--- src/rtl/mem_bus_arbiter.sv ---
// -----------------------------------------------------------------------------
// mem_bus_arbiter
//   Shares one memory bus between the instruction fetch (IF) port and the
//   load-store (LS) port. It runs one transaction at a time, and LS wins when
//   both ports request in the same cycle. The FSM walks IDLE -> REQ -> WAIT ->
//   RESP and always passes through IDLE once between transactions.
//
//   Optional feature macro: ARB_TIMEOUT_EN
//     When defined, a bus timeout of TIMEOUT_CYC cycles ends a stuck
//     transaction with err=1 and rdata=0.
//     When undefined, transactions wait indefinitely and the err outputs are 0.
//
// Ports
//   clk, rst           core clock (rising edge) / async active-low reset
//   if_req_i/addr_i    fetch request (held until if_valid_o) / address
//   if_rdata_o/valid_o fetch data / one-cycle completion pulse
//   flush_i            discards an in-flight fetch result
//   ls_req_i/we_i/sel_i/addr_i/wdata_i  load-store request and payload
//   ls_rdata_o/valid_o load data / one-cycle completion pulse
//   bus_*_o            registered shared-bus request and payload
//   bus_gnt_i/rvalid_i/rdata_i  bus grant / response valid / read data
//   stallreq_if_o/stallreq_mem_o  pipeline stall requests
//   if_err_o/ls_err_o  timeout error, pulsed with the matching valid
// -----------------------------------------------------------------------------
module mem_bus_arbiter #(
   parameter int unsigned TIMEOUT_CYC = 255
) (
   input  logic        clk,
   input  logic        rst,
   input  logic        if_req_i,
   input  logic [31:0] if_addr_i,
   output logic [31:0] if_rdata_o,
   output logic        if_valid_o,
   input  logic        flush_i,
   input  logic        ls_req_i,
   input  logic        ls_we_i,
   input  logic [3:0]  ls_sel_i,
   input  logic [31:0] ls_addr_i,
   input  logic [31:0] ls_wdata_i,
   output logic [31:0] ls_rdata_o,
   output logic        ls_valid_o,
   output logic        bus_req_o,
   output logic        bus_we_o,
   output logic [3:0]  bus_sel_o,
   output logic [31:0] bus_addr_o,
   output logic [31:0] bus_wdata_o,
   input  logic        bus_gnt_i,
   input  logic        bus_rvalid_i,
   input  logic [31:0] bus_rdata_i,
   output logic        stallreq_if_o,
   output logic        stallreq_mem_o,
   output logic        if_err_o,
   output logic        ls_err_o
);

   typedef enum logic [1:0] {IDLE, REQ, WAIT, RESP} state_t;

   localparam logic [7:0] TO_LIM = 8'(TIMEOUT_CYC);

   state_t state, state_nxt;
   logic   owner_ls;     // 1: LS owns the bus, 0: IF owns it
   logic   discard;      // a flush hit the in-flight fetch
   logic   err_q;        // transaction ended by timeout
   logic   complete;     // bus response accepted this cycle
   logic   timeout;
   logic   busy;

   assign busy     = (state == REQ) || (state == WAIT);
   assign complete = ((state == REQ)  && bus_gnt_i && bus_rvalid_i) ||
                     ((state == WAIT) && bus_rvalid_i);

`ifdef ARB_TIMEOUT_EN
   logic [7:0] to_cnt;

   // The counter is 0 in the first REQ cycle. It fires on the last of
   // TO_LIM busy cycles, so RESP follows exactly TO_LIM cycles in REQ/WAIT.
   assign timeout = busy && !complete && (to_cnt == 8'(TO_LIM - 8'd1));

   always_ff @(posedge clk or negedge rst) begin
      if (!rst)
         to_cnt <= '0;
      else if (busy)
         to_cnt <= to_cnt + 8'd1;
      else
         to_cnt <= '0;
   end
`else
   logic unused_cfg;
   assign timeout    = 1'b0;
   assign unused_cfg = ^TO_LIM;
`endif

   // State register
   always_ff @(posedge clk or negedge rst) begin
      if (!rst)
         state <= IDLE;
      else
         state <= state_nxt;
   end

   // Next-state logic
   always_comb begin
      state_nxt = state;
      case (state)
         IDLE: if (ls_req_i || if_req_i) state_nxt = REQ;
         REQ: begin
            if (complete || timeout) state_nxt = RESP;
            else if (bus_gnt_i)      state_nxt = WAIT;
         end
         WAIT: if (complete || timeout) state_nxt = RESP;
         RESP: state_nxt = IDLE;
         default: state_nxt = IDLE;
      endcase
   end

   // Bus payload, ownership, response capture and flags
   always_ff @(posedge clk or negedge rst) begin
      if (!rst) begin
         owner_ls    <= 1'b0;
         discard     <= 1'b0;
         err_q       <= 1'b0;
         bus_req_o   <= 1'b0;
         bus_we_o    <= 1'b0;
         bus_sel_o   <= '0;
         bus_addr_o  <= '0;
         bus_wdata_o <= '0;
         if_rdata_o  <= '0;
         ls_rdata_o  <= '0;
      end else begin
         case (state)
            IDLE: begin
               discard <= 1'b0;
               err_q   <= 1'b0;
               if (ls_req_i) begin
                  owner_ls    <= 1'b1;
                  bus_req_o   <= 1'b1;
                  bus_we_o    <= ls_we_i;
                  bus_sel_o   <= ls_sel_i;
                  bus_addr_o  <= ls_addr_i;
                  bus_wdata_o <= ls_wdata_i;
               end else if (if_req_i) begin
                  owner_ls    <= 1'b0;
                  bus_req_o   <= 1'b1;
                  bus_we_o    <= 1'b0;
                  bus_sel_o   <= 4'hF;
                  bus_addr_o  <= if_addr_i;
                  bus_wdata_o <= '0;
               end
            end
            REQ:  if (bus_gnt_i || timeout) bus_req_o <= 1'b0;
            WAIT: if (timeout) bus_req_o <= 1'b0;
            RESP: discard <= 1'b0;
            default: ;
         endcase

         if (busy && !owner_ls && flush_i)
            discard <= 1'b1;

         if (timeout)
            err_q <= 1'b1;

         // A discarded fetch must not disturb if_rdata_o. A flush that lands
         // in the completion cycle itself also counts as a discard.
         if (complete || timeout) begin
            if (owner_ls)
               ls_rdata_o <= timeout ? '0 : bus_rdata_i;
            else if (!discard && !flush_i)
               if_rdata_o <= timeout ? '0 : bus_rdata_i;
         end
      end
   end

   // Output logic. The stall requests are gated by rst so that every
   // output reads 0 while reset is held.
   always_comb begin
      if_valid_o     = (state == RESP) && !owner_ls && !discard;
      ls_valid_o     = (state == RESP) &&  owner_ls;
      if_err_o       = if_valid_o && err_q;
      ls_err_o       = ls_valid_o && err_q;
      stallreq_if_o  = rst && if_req_i && !if_valid_o;
      stallreq_mem_o = rst && ls_req_i && !ls_valid_o;
   end

endmodule

--- config.mk ---
export PLATFORM = sky130hd
export DESIGN_NAME = mem_bus_arbiter
export DESIGN_NICKNAME = d
export VERILOG_FILES = /design/src/rtl/mem_bus_arbiter.sv
export SDC_FILE = /design/constraint.sdc
export NUM_CORES = 1
export LEC_CHECK = 0
export ABC_AREA = 1
export ABC_CLOCK_PERIOD_IN_PS = 1500
export BUFFER_PORTS_ARGS = -buffer_cell sky130_fd_sc_hd__buf_2
export CORE_ASPECT_RATIO = 1.75
export CORE_MARGIN = 8
export CORE_UTILIZATION = 32
export DETAILED_ROUTE_END_ITERATION = 12
export GPL_ROUTABILITY_DRIVEN = 0
export PLACE_DENSITY_LB_ADDON = 0.15
export SLEW_MARGIN = 5
export SYNTH_ARGS = -nofsm -noshare
export SYNTH_HDL_FRONTEND = slang
export SYNTH_SLANG_ARGS = --single-unit
--- constraint.sdc ---
create_clock -name clk -period 1.5 [get_ports clk]
set_clock_uncertainty 0.1 [all_clocks]
set_input_delay 0.15 -clock clk [delete_from_list [all_inputs] [get_ports clk]]
set_output_delay 0.15 -clock clk [all_outputs]
set_load 0.03 [all_outputs]
Word level (Yosys, flattened, before mapping). Cells that the tools add are included.

Eq/ne operators: 8. Multiplexer cells: 20. Bitwise logic cells: 1. Reductions and logical operators: 31.

Operator list (number): two-way mux 32 bit (4); logical AND 1 bit (13); AND reduction 3 bit (3); two-way mux 1 bit (8); two-way mux 2 bit (4); two-way mux 4 bit (2); case mux 2 bit (4 select lines) (1); != test 2 bit (second input constant) (3); != test 3 bit (second input constant) (2); nonzero test 2 bit (3); zero test 1 bit (5); equality test 2 bit (second input constant) (2); AND reduction 2 bit (2); logical OR 1 bit (3); equality test 2 x 1 -> 1 bit (second input constant) (1); zero test 2 bit (1); case mux 1 bit (2 select lines) (1); OR reduction 2 bit (1); inverter 1 bit (1).

Input bits: 140. Flip-flop bits (word level): 138. Word-level logic and storage cells: 70. Output and inout port bits: 140.

Logic depth before layout (Yosys ltp). Gate-level depths: netlist (run 1).

Depth in word-level cells: 6. Mapped depth: 10.

Least setup slack after synthesis (run 1). OpenSTA, ideal clock, no wires.

Path kind: reg-to-output. Start: reg state[0]. End: out stallreq_if_o. Data required time: 1.250 ns. Arrival time: 1.493 ns. Slack: -0.243 ns. Buffers on the path: 0. Cell stages (with the launch flop): 5. Cells stage by stage: dfrtp_1 ha_1 nand2_1 nor2_1 nor3_1.

Longest elaborated chain between the ends: 5.

RTL lines: start, declared (line 60) `state_t state, state_nxt;`; start signal, assigned (line 98) `state <= state_nxt;`; equality test 2 bit (line 176) `if_valid_o = (state == RESP) && !owner_ls && !discard;`; logical AND 1 bit (2 in series) (line 176); named net if_valid_o (line 33) `output logic if_valid_o,`; zero test 1 bit (line 180) `stallreq_if_o = rst && if_req_i && !if_valid_o;`; logical AND 1 bit (line 180); end, declared (line 50) `output logic stallreq_if_o,`.

The timed path passes the listed nets, and every way through them passes these cells.

Final worst setup path (run 1).
Start: reg state[1]. End: reg if_rdata_o[17].

Longest elaborated chain between the ends: 5. Elaborated cells between the ends (all ways): 7. Classes of those cells: 2 x eq/ne; 5 x reduce/logical.

RTL lines: equality test 2 x 1 -> 1 bit (line 69) `assign complete = ((state == REQ) && bus_gnt_i && bus_rvalid_i) ||`; logical AND 1 bit (2 in series) (line 69); logical OR 1 bit (*) (line 69); AND reduction 3 bit (no source line) (*); end signal, assigned (line 168) `if_rdata_o <= timeout ? '0 : bus_rdata_i;`; end, declared (line 32) `output logic [31:0] if_rdata_o,`.

Every way passes the cells marked *; elsewhere a longest branch is shown, timed or not. A chain may end at the register's enable or synchronous reset.

==> out/metrics.yaml, run 1 <==
clock.fmax_mhz: 553
hold_viol: 0
syn_area_um2: 5460
violations: "negative setup slack"
row_count: 63
yosysWarnings: 0
final_cells: 1238
leakagePower_nw: 5.21
synthSimpleGateAreaFrac_pct: 13.0
vdd_drop_max_mv: 0.995
synth_top_family_by_area: "compound AO/OA/AOI/OAI gates"
synth_mux_area_share_pct: 0
synthAdderAreaFrac_pct: 1.15
die_h_um: 189
p_per_area_nw_per_um2: 2190
cp_cell_sequence: "buf_6 -> inv_6 -> ha_4 -> nand2_4 -> nand2_4 -> nand2_4 -> inv_4 -> buf_12 -> nand2_8 -> buf_12 -> buf_16 -> nand2_2 -> o21ai_1"
tns_ps: -28610
synth.area.top_cells: "dfrtp_1, nand2_1, o21ai_0, a22o_1, a31oi_1"
avgViaCountPerCell: 4.66
netlist-cell-type-count: 23
numCtsBuffers: 17
endpoint_kind: "flop"
drc_errors: 0
drive_gt1_share_pct: 45.6
yosysSeqAreaShare_pct: 63.3
dieWidth_um: 115
setup_violations: 141
dp_cells: 1045
synth_compound_area_share_pct: 16.4
cap_viol_max_count: 0
wire_per_inst_um: 17.1
hold_class: "in2reg"
crit_slowest_cell: "dfrtp_1"
cts_tree: "done"
critical_path_class: "reg2reg"
grt_pass1_wl_um: 32200
fin_util_pct: 60.9
finalCritPeriodShare_pct: 120
clock_path_buffers: 2
dp_slack_ps: -114
fin_crit_ps: 1810
syn2layout_area_growth_pct: 87.5
vias: 5763
routed_wl_um: 21100
io_buffers: 277
grt_usage_pct: 18.8
synth_top_cell_by_area: "dfrtp_1"
worst_path_dominant_cell_family: "buffers and inverters"
cp.arrival_ps: 2000
cts.clk_slew.worst_paths_ps: 70
outcome: "finished, violations left"
clkSinkCount: 138
synth_top_area_share_pct: 63.3
nets: 1144
io-pin-count: 280
critPathMaxFanout: 8
antenna_cells: 0
drt_iter0_drc: 175
rsz0062_at_grt: "yes"
ys_seq_elements: 138
final_common_cell: "buf_2"
core_um2: 16800
layout_common_cells: "buf_2, dfrtp_1, dlygate4sd3_1"
worst_pin_slew_ps: 801
grt-ovfl-total: 0
htreeDepth: 4
worst-path-buf-inv: 6
synth-xor-area-share_pct: 0
postRouteAntennaNets: 0
syn_avg_cell_area_um2: 9.96
slowest_delay_ps: 410
setup.worst_path.start_class: "flop"
insertion_delay_ps: 400
required_ps: 1700
slew_viol_final: 0
firstDrtPassIters: 4
slew-limit-headroom_pct: 46.6
postLayoutSetupSlackWorst_ps: -307
grt_pass1_vias: 6336
start_util_pct: 32.5
holdWs_ps: 58.3
grt_max_degree: 139
postSynthCellCount: 548
dieArea_um2: 21700
dp_hpwl_um: 13300
path_common_cell: "nand2_4"
clock-root-buffer: "clkbuf_16"
antenna_found_initial: 0
[cells in the mapped netlist]
master	instances
buf_6	2
buf_4	2
nand2_2	2
a31oi_1	32
inv_1	42
inv_2	2
clkinv_1	1
nand3_1	3
o21ai_4	1
a22o_1	33
o22a_1	4
a21oi_1	1
o21ai_0	59
dfrtp_1	138
nor3_1	3
clkbuf_1	18
nand2_1	142
buf_2	12
o21ai_1	8
conb_1	1
ha_1	5
o211ai_1	2
nor2_1	35
[worst paths after layout]
kind / start / endpoint / slack, ps / cells past startpoint
setup / recovery: state[1] / if_rdata_o[17] / -310 / 13
hold / removal: bus_rvalid_i / state[0] / 60 / 5
setup reg to reg: state[1] / if_rdata_o[17] / -310 / 13
hold reg to reg: if_rdata_o[24] / if_rdata_o[24] / 380 / 2
max in group asynchronous: rst / bus_addr_o[7] / 330 / 3
min in group asynchronous: rst / bus_addr_o[5] / 300 / 3
[logic make-up (layout without fill, tap and decap cells)]
logic type | Yosys count | count (layout)
AND/OR/NAND/NOR | 185 | 186
AO/OA/AOI/OAI | 140 | 140
flip-flops | 138 | 138
buffers and inverters | 79 | 540
adder cells (fa/ha/maj) | 5 | 5
other | 1 | 2
[worst reg2reg max path: stages, from the launching register on]
cell     delay (ps)
dfrtp_1         410
buf_6           150
inv_6            60
ha_4            130
nand2_4          50
nand2_4          70
nand2_4          60
inv_4            60
buf_12          100
nand2_8          80
buf_12          160
buf_16          150
nand2_2          50
o21ai_1          60
[state kept, by name, summed over array words and instances, names as in the netlist]
| signal | cells |
|---|---|
| bus_addr_o | 32 |
| bus_req_o | 1 |
| bus_sel_o | 4 |
| bus_wdata_o | 32 |
| bus_we_o | 1 |
| discard | 1 |
| if_rdata_o | 32 |
| ls_rdata_o | 32 |
| owner_ls | 1 |
| state | 2 |
[report_power, final]
group          internal [W]  total [W]  switching [W]
Sequential          0.00549    0.00674        0.00125
Clock               0.00280    0.00447        0.00167
Combinational       0.00422     0.0112        0.00695
Total                0.0125     0.0224        0.00987
[cell type report]
type,instances,area (um^2)
multi-input combinational,333,2120
sequential,138,3460
timing repair buffer,464,3560
inverter,45,186
clock inverter,13,193
tap,227,284
fill,1395,6560
clock buffer,18,429
[what timing repair did]
action / in CTS / in global routing
cloned: 7 / 7
buffers inserted: 12 / 8
hold buffers: 135 / 0
resized for setup: 46 / 160
endpoints found under the setup margin: 134 / 141
hold endpoints to repair: 272 / 0
pin swaps: 2 / 7
[through the flow]
| stage | cell area, um^2 | power (W) |
|---|---|---|
| after floorplan | 5560 | 0.0125 |
| after global placement | 7290 | 0.0156 |
| after detailed placement | 7290 | 0.0157 |
| after CTS | 9710 | 0.0214 |
| after global routing | 10200 | 0.0236 |
| final | 10200 | 0.0224 |
[metal layers]
metal  GRT usage, %  part of all wire, %  vias up
met5              0                    0        -
met3           5.45                  6.7       49
met4           8.49                  3.2        0
li1               -                    -     2717
met2           32.7                   53      229
met1           20.5                   37     2768
No activity file was read; power rests on OpenSTA's default activity.
==> run 2, diff against run 1 <==
--- a/config.mk
+++ b/config.mk
@@ -7,10 +7,11 @@
 export LEC_CHECK = 0
 export ABC_AREA = 1
 export ABC_CLOCK_PERIOD_IN_PS = 1500
-export BUFFER_PORTS_ARGS = -buffer_cell sky130_fd_sc_hd__buf_2
+export BUFFER_PORTS_ARGS = -buffer_cell sky130_fd_sc_hd__buf_4
 export CORE_ASPECT_RATIO = 1.75
 export CORE_MARGIN = 8
 export CORE_UTILIZATION = 32
+export CTS_CLUSTER_SIZE = 14
 export DETAILED_ROUTE_END_ITERATION = 12
 export GPL_ROUTABILITY_DRIVEN = 0
 export PLACE_DENSITY_LB_ADDON = 0.15
==> run 2 against run 1 <==
  * Largest power group unchanged
  * Sequential power grew 4.5%
  * Via count grew 5.6%
  * Combinational power grew 29%
  * Flip-flop and latch count is the same
  * Core utilization grew 9.2 points
  * Global-route usage grew 0.55 points
  * Largest cell class unchanged
  * The run still ends with negative setup slack left
  * Highest routed layer unchanged
  * Worst setup slack gained 19 ps
  * Routed wire length grew 15%
  * Register-to-register slack gained 20 ps
  * Sequential share of layout area shrank 4.5 points
==> out/metrics.yaml, run 2 (synthesis gave the netlist of run 1 again) <==
io-pin-count: 280  # unchanged
power_frac_comb_pct: 55.8  # +5.9 points
drive_gt1_share_pct: 53.3  # +7.7 points
slew-limit-headroom_pct: 44.8  # -1.8 points
cts.clk_slew.worst_paths_ps: 60  # about the same
outcome: "finished, violations left"
clock.fmax_mhz: 559  # +1.1%
drt_iter0_drc: 212  # +21%
worst-path-buf-inv: 5  # -1
p_sw_share_pct: 43.6  # -0.47 points
grt_usage_pct: 19.4  # +0.55 points
drc_errors: 0  # unchanged
dp_slack_ps: -123  # -9.39 ps
cp_cell_sequence: "buf_6 -> inv_8 -> ha_4 -> nand2_2 -> nand2_2 -> nand2_2 -> inv_2 -> buf_6 -> nand2_8 -> clkbuf_16 -> nand2_2 -> o21ai_1"
grt_pass1_wl_um: 33100  # +2.8%
place_area_um2: 7970  # +9.3%
crit_slowest_cell: "dfrtp_1"
setup_violations: 141  # unchanged
grt_max_degree: 139  # unchanged
worst_path_dominant_cell_family: "buffers and inverters"
leakagePower_nw: 5.64  # +8.2%
hold_class: "in2reg"
violations: "negative setup slack"
io_buffers: 277  # unchanged
worst_pin_slew_ps: 828  # +27.5 ps
path_common_cell: "nand2_2"
die_h_um: 189  # unchanged
dieWidth_um: 115  # unchanged
clock_path_buffers: 2  # unchanged
vdd_drop_max_mv: 1.17  # +17%
antenna_found_initial: 5  # +5
grt_pass1_vias: 6457  # +1.9%
cp.arrival_ps: 1980  # -20 ps
seqCellArea_um2: 3450  # about the same
p_seq_share_pct: 27.3  # -2.8 points
clkSinkCount: 138  # unchanged
firstDrtPassIters: 5  # +1
core_um2: 16800  # unchanged
endpoint_kind: "flop"
pwr-share-clk_pct: 16.8  # -3.2 points
dieArea_um2: 21700  # unchanged
slew_viol_final: 0  # unchanged
numCtsBuffers: 17  # unchanged
wire_per_inst_um: 19.3  # +13%
syn2layout_area_growth_pct: 116
setup.worst_path.start_class: "flop"
dp_hpwl_um: 13400  # +1.4%
avgViaCountPerCell: 4.84  # +3.9%
routed_wl_um: 24200  # +15%
fin_crit_ps: 1790  # -18.8 ps
postRouteAntennaNets: 0  # unchanged
p_int_w: 0.0145  # +16%
required_ps: 1690  # about the same
critical_path_class: "reg2reg"
fin_util_pct: 70.2  # +9.2 points
layout_common_cells: "buf_4, dfrtp_1, dlygate4sd3_1"
start_util_pct: 32.5  # unchanged
fillers: 1213  # -13%
clock-root-buffer: "clkbuf_16"
multi_input_area_um2: 2690  # +27%
nets: 1158  # +1.2%
timing.rr.start: "state[1]"
hp-start: "bus_rvalid_i"
cap_viol_max_count: 0  # unchanged
insertion_delay_ps: 400  # about the same
row_count: 63  # unchanged
p_per_area_nw_per_um2: 2190  # about the same
tns_ps: -27910  # +700 ps
cts_tree: "done"
final_cell_area_um2: 11800  # +15%
postLayoutSetupSlackWorst_ps: -288  # +18.8 ps
finalCritPeriodShare_pct: 119  # -1.3 points
htreeDepth: 4  # unchanged
rsz0062_at_grt: "yes"
critPathMaxFanout: 6  # -2
hold_viol: 0  # unchanged
crit_start: "state[1]"
vias: 6087  # +5.6%
slowest_delay_ps: 420  # about the same
final_common_cell: "buf_4"
p_sw_w: 0.0113  # +14%
grt-ovfl-total: 0  # unchanged
==> run 2: cell count changes in the layout (fill, tap and decap cells not counted), sizes merged, moves of 2 or more <==
cell | before | now
bufinv | 4 | 2
clkbuf | 24 | 34
diode | 0 | 5
buf | 321 | 327
bufbuf | 2 | 0
==> run 2: layout make-up <==
type / instances / share of cell area, %
repair buffers: 477 / 38.5
flip-flops and latches: 138 / 29.3
multi-input cells: 334 / 22.8
clock buffers: 19 / 3.84
well taps: 227 / 2.41
inverters: 45 / 1.65
clock inverters: 13 / 1.33
diodes: 5 / 0.106
==> run 2: per-layer routing <==
layer	part of all wire, %	track usage (%)	up-vias
met5	0	0	-
met4	3.9	11.3	0
met3	6.5	6.35	59
met2	54	33.0	243
met1	35	20.2	3023
li1	-	-	2762
==> run 2: final timing paths <==
path / to / slack, ps / cells past startpoint
setup / recovery: ls_rdata_o[9] / -290 / 12
hold / removal: state[0] / 30 / 5
setup reg to reg: ls_rdata_o[9] / -290 / 12
hold reg to reg: ls_rdata_o[25] / 390 / 2
max in group asynchronous: bus_addr_o[7] / 250 / 3
min in group asynchronous: state[1] / 380 / 3
==> run 2: power groups by stage <==
stage | Sequential (W) | Combinational (W) | Clock [W]
2_1_floorplan | 0.00978 | 0.00271 | 0
3_3_place_gp | 0.00656 | 0.0101 | 0
3_5_place_dp | 0.00657 | 0.0103 | 0
4_1_cts | 0.00654 | 0.0117 | 0.00443
5_1_grt | 0.00722 | 0.0152 | 0.00459
6_report | 0.00704 | 0.0144 | 0.00434
==> run 2: repair_timing <==
action,4_1_cts,5_1_grt
endpoints found under the setup margin,136,140
hold endpoints to repair,272,0
setup buffers,11,6
hold buffers,135,0
pin swaps,3,39
cloned,8,19
gates resized for setup,32,282
==> run 2: stage by stage <==
stage                     hold slack, ps  cells  power, W
after global placement               236   1043    0.0167
final                               29.5   1258    0.0258
after global routing                55.6   1258    0.0270
after CTS                           3.18   1229    0.0227
after detailed placement             247   1043    0.0169
after floorplan                     -246    549    0.0125
==> run 2: tightest hold or removal path: stages <==
cell and delay (ps):
buf_4 90, nand3_1 70, nand3_1 80, nand2_1 40, nand2_1 60
==> run 3, diff against run 2 <==
--- a/config.mk
+++ b/config.mk
@@ -5,7 +5,6 @@
 export SDC_FILE = /design/constraint.sdc
 export NUM_CORES = 1
 export LEC_CHECK = 0
-export ABC_AREA = 1
 export ABC_CLOCK_PERIOD_IN_PS = 1500
 export BUFFER_PORTS_ARGS = -buffer_cell sky130_fd_sc_hd__buf_4
 export CORE_ASPECT_RATIO = 1.75
@@ -15,6 +14,7 @@
 export DETAILED_ROUTE_END_ITERATION = 12
 export GPL_ROUTABILITY_DRIVEN = 0
 export PLACE_DENSITY_LB_ADDON = 0.15
+export SKIP_LAST_GASP = 1
 export SLEW_MARGIN = 5
 export SYNTH_ARGS = -nofsm -noshare
 export SYNTH_HDL_FRONTEND = slang
==> run 3 against run 2 <==
  * Global-route usage down 1.1 points
  * Sequential power down 3.8%
  * The flow still finishes with violations (negative setup slack)
  * Cell area down 1.6%
  * Fmax up 0.27%
==> out/metrics.yaml, run 3 <==
fin_crit_ps: 1780  # -4.88 ps
p_int_w: 0.0152  # +4.8%
cp.arrival_ps: 1970  # about the same
postLayoutSetupSlackWorst_ps: -284  # +4.88 ps
antenna_found_initial: 1  # -4
reg2reg_to: "ls_rdata_o[11]"
synthTopCellsByCount: "dfrtp_1, nand2_1, mux2_2"
vias: 5597  # -8.0%
grt_util_met1_pct: 19.1  # -1.1 points
layout_common_cells: "buf_4, dfrtp_1, dlygate4sd3_1"
p_per_area_nw_per_um2: 2220  # +1.6%
p_sw_w: 0.0106  # -6.2%
postSynthCellCount: 481  # -12%
htreeDepth: 4  # unchanged
avgViaCountPerCell: 4.72  # -2.5%
io-pin-count: 280  # unchanged
multi_input_area_um2: 2810  # +4.3%
row_count: 65  # +3.2%
p_sw_share_pct: 40.9  # -2.7 points
seqCellArea_um2: 3450  # about the same
postRouteAntennaNets: 0  # unchanged
yosysSeqAreaShare_pct: 59.0  # -4.3 points
slew_viol_final: 0  # unchanged
use_met2_pct: 32.3  # -0.74 points
synth_edf_count: 0  # unchanged
critical_path_class: "reg2reg"
reg2reg_depth: 7  # -5
wire_per_inst_um: 18.8  # -2.2%
clock-root-buffer: "clkbuf_16"
yosysWarnings: 0  # unchanged
grt_pass1_vias: 6258  # -3.1%
clkSinkCount: 138  # unchanged
drt_iter0_drc: 249  # +17%
synth.most_common_cell: "dfrtp_1"
io_buffers: 277  # unchanged
dieWidth_um: 118  # +3.0%
cap_viol_max_count: 0  # unchanged
core_um2: 18000  # +7.0%
met3_usage_pct: 6.79  # +0.44 points
cp_cell_sequence: "buf_6 -> inv_4 -> ha_4 -> a21o_1 -> and3_4 -> buf_12 -> mux2_2"
p_total_w: 0.0258  # about the same
start_util_pct: 32.5  # +0.046 points
hold_viol: 0  # unchanged
routed_wl_um: 22400  # -7.8%
whs_path_depth: 4  # -1
timing.rr.start: "state[0]"
hold_path_end: "state[0]"
grt_usage_pct: 18.2  # -1.1 points
firstDrtPassIters: 4  # -1
vdd_drop_max_mv: 1.02  # -12%
synth_top_area_share_pct: 59.0  # -4.3 points
insertion_delay_ps: 410  # about the same
clock.fmax_mhz: 561  # +0.27%
slew-limit-headroom_pct: 64.9  # +20 points
cts_tree: "done"
drc_errors: 0  # unchanged
worst_pin_slew_ps: 527  # -301 ps
drive_gt1_share_pct: 58.2  # +4.9 points
netlist-cell-type-count: 32  # +39%
synth_top_flop_cell: "dfrtp_1"
synthArstFlopShare_pct: 100  # unchanged
final_common_cell: "buf_4"
endpoint_kind: "flop"
p_seq_share_pct: 26.3  # -1.0 points
hp-start: "bus_rvalid_i"
nets: 1084  # -6.4%
grt-ovfl-total: 0  # unchanged
crit_slowest_cell: "dfrtp_1"
grt_busiest_layer: "met2"
finalCritPeriodShare_pct: 119  # -0.33 points
synth_top_cell_by_area: "dfrtp_1"
rsz0062_at_grt: "yes"
cts.clk_slew.worst_paths_ps: 60  # about the same
fillers: 1358  # +12%
pwr-share-clk_pct: 17.7  # +0.9 points
dieArea_um2: 23000  # +6.4%
setup_violations: 141  # unchanged
hold_class: "in2reg"
dp_slack_ps: -249  # -126 ps
grt_max_degree: 96  # -31%
syn_avg_cell_area_um2: 12.2  # +22%
syn2layout_area_growth_pct: 98.2
setup.worst_path.start_class: "flop"
leakagePower_nw: 5.69  # +0.92%
rrSetupSlack_ps: -280  # about the same
ys_seq_elements: 138  # unchanged
outcome: "finished, violations left"
grt_pass1_wl_um: 33700  # +1.6%
power_frac_comb_pct: 56.1  # +0.3 points
clock_path_buffers: 2  # unchanged
violations: "negative setup slack"
synth.area.top_cells: "dfrtp_1, mux2_4, nand2_1, mux2_2, mux2i_1"
syn_area_um2: 5850  # +7.2%
die_h_um: 195  # +3.2%
numCtsBuffers: 17  # unchanged
slowest_delay_ps: 400  # -20 ps
critPathMaxFanout: 17  # +11
required_ps: 1690  # about the same
dp_hpwl_um: 14000  # +3.8%
run 3: kinds of logic after synthesis:
group,count (synthesis),share of synthesized area [%]
compound gates,47,4.56
fa+ha+maj,5,1.07
buf+inv,37,4.02
flops,138,59.0
mux,96,19.7
other cells,1,0.0641
simple gates,157,11.5
run 3: what timing repair did:
item	CTS	global route
cloned	8	11
resized for setup	76	150
hold buffers	137	2
setup endpoints to repair	141	261
buffers inserted	13	4
hold endpoints to repair	274	117
pin swaps	24	67
run 3: layout make-up:
cell class                      instances  share of cell area, %
Tap cell                              234                   2.53
Inverter                                6                  0.216
Sequential cell                       138                   29.8
Timing Repair Buffer                  469                   37.8
Multi-Input combinational cell        307                   24.2
Clock buffer                           21                   3.80
Clock inverter                         11                   1.67
Antenna cell                            1                 0.0216
run 3: worst max-delay path, delay by kind of cell (launching register included):
| family | cells | cell delay, ps |
|---|---|---|
| adders and majority gates | 1 | 120 |
| DFF | 1 | 400 |
| muxes | 1 | 350 |
| and+or+nand+nor | 1 | 210 |
| buffers and inverters | 3 | 380 |
| AOI/OAI and AO/OA | 1 | 100 |
run 3: layer usage:
layer	wire, um	vias up
li1	-	2550
met1	8190	2767
met2	11900	243
met3	1710	37
met4	580	0
met5	0	-
run 3: worst max-delay path by stage:
stage	start	to	slack [ps]	cells past startpoint
final	state[0]	ls_rdata_o[11]	-280	7
after global placement	state[1]	ls_rdata_o[10]	-230	6
after global routing	state[0]	ls_rdata_o[11]	-340	7
after detailed placement	state[1]	state[0]	-250	6
after CTS	state[1]	if_rdata_o[28]	-270	6
after floorplan	state[1]	ls_rdata_o[0]	-270	7
run 3: power by group through the flow:
| stage | logic (W) | clock network (W) | registers, W |
|---|---|---|---|
| floorplan | 0.00317 | 0 | 0.00982 |
| global placement | 0.0109 | 0 | 0.00653 |
| detailed placement | 0.0111 | 0 | 0.00657 |
| CTS | 0.0132 | 0.00467 | 0.00655 |
| global route | 0.0152 | 0.00485 | 0.00697 |
| finish | 0.0145 | 0.00455 | 0.00677 |
run 3: per-stage QoR:
step / hold slack [ps] / cells / util, % / setup TNS [ps] / cell area (um^2)
floorplan: -246 / 482 / - / -15550 / 5910
global placement: -83.2 / 986 / 46.4 / -23090 / 8350
detailed placement: -79.6 / 986 / 46.4 / -27670 / 8350
CTS: 73.3 / 1176 / 61.1 / -53440 / 11000
global route: 114 / 1187 / 64.5 / -39540 / 11600
finish: 117 / 1187 / 64.5 / -31240 / 11600
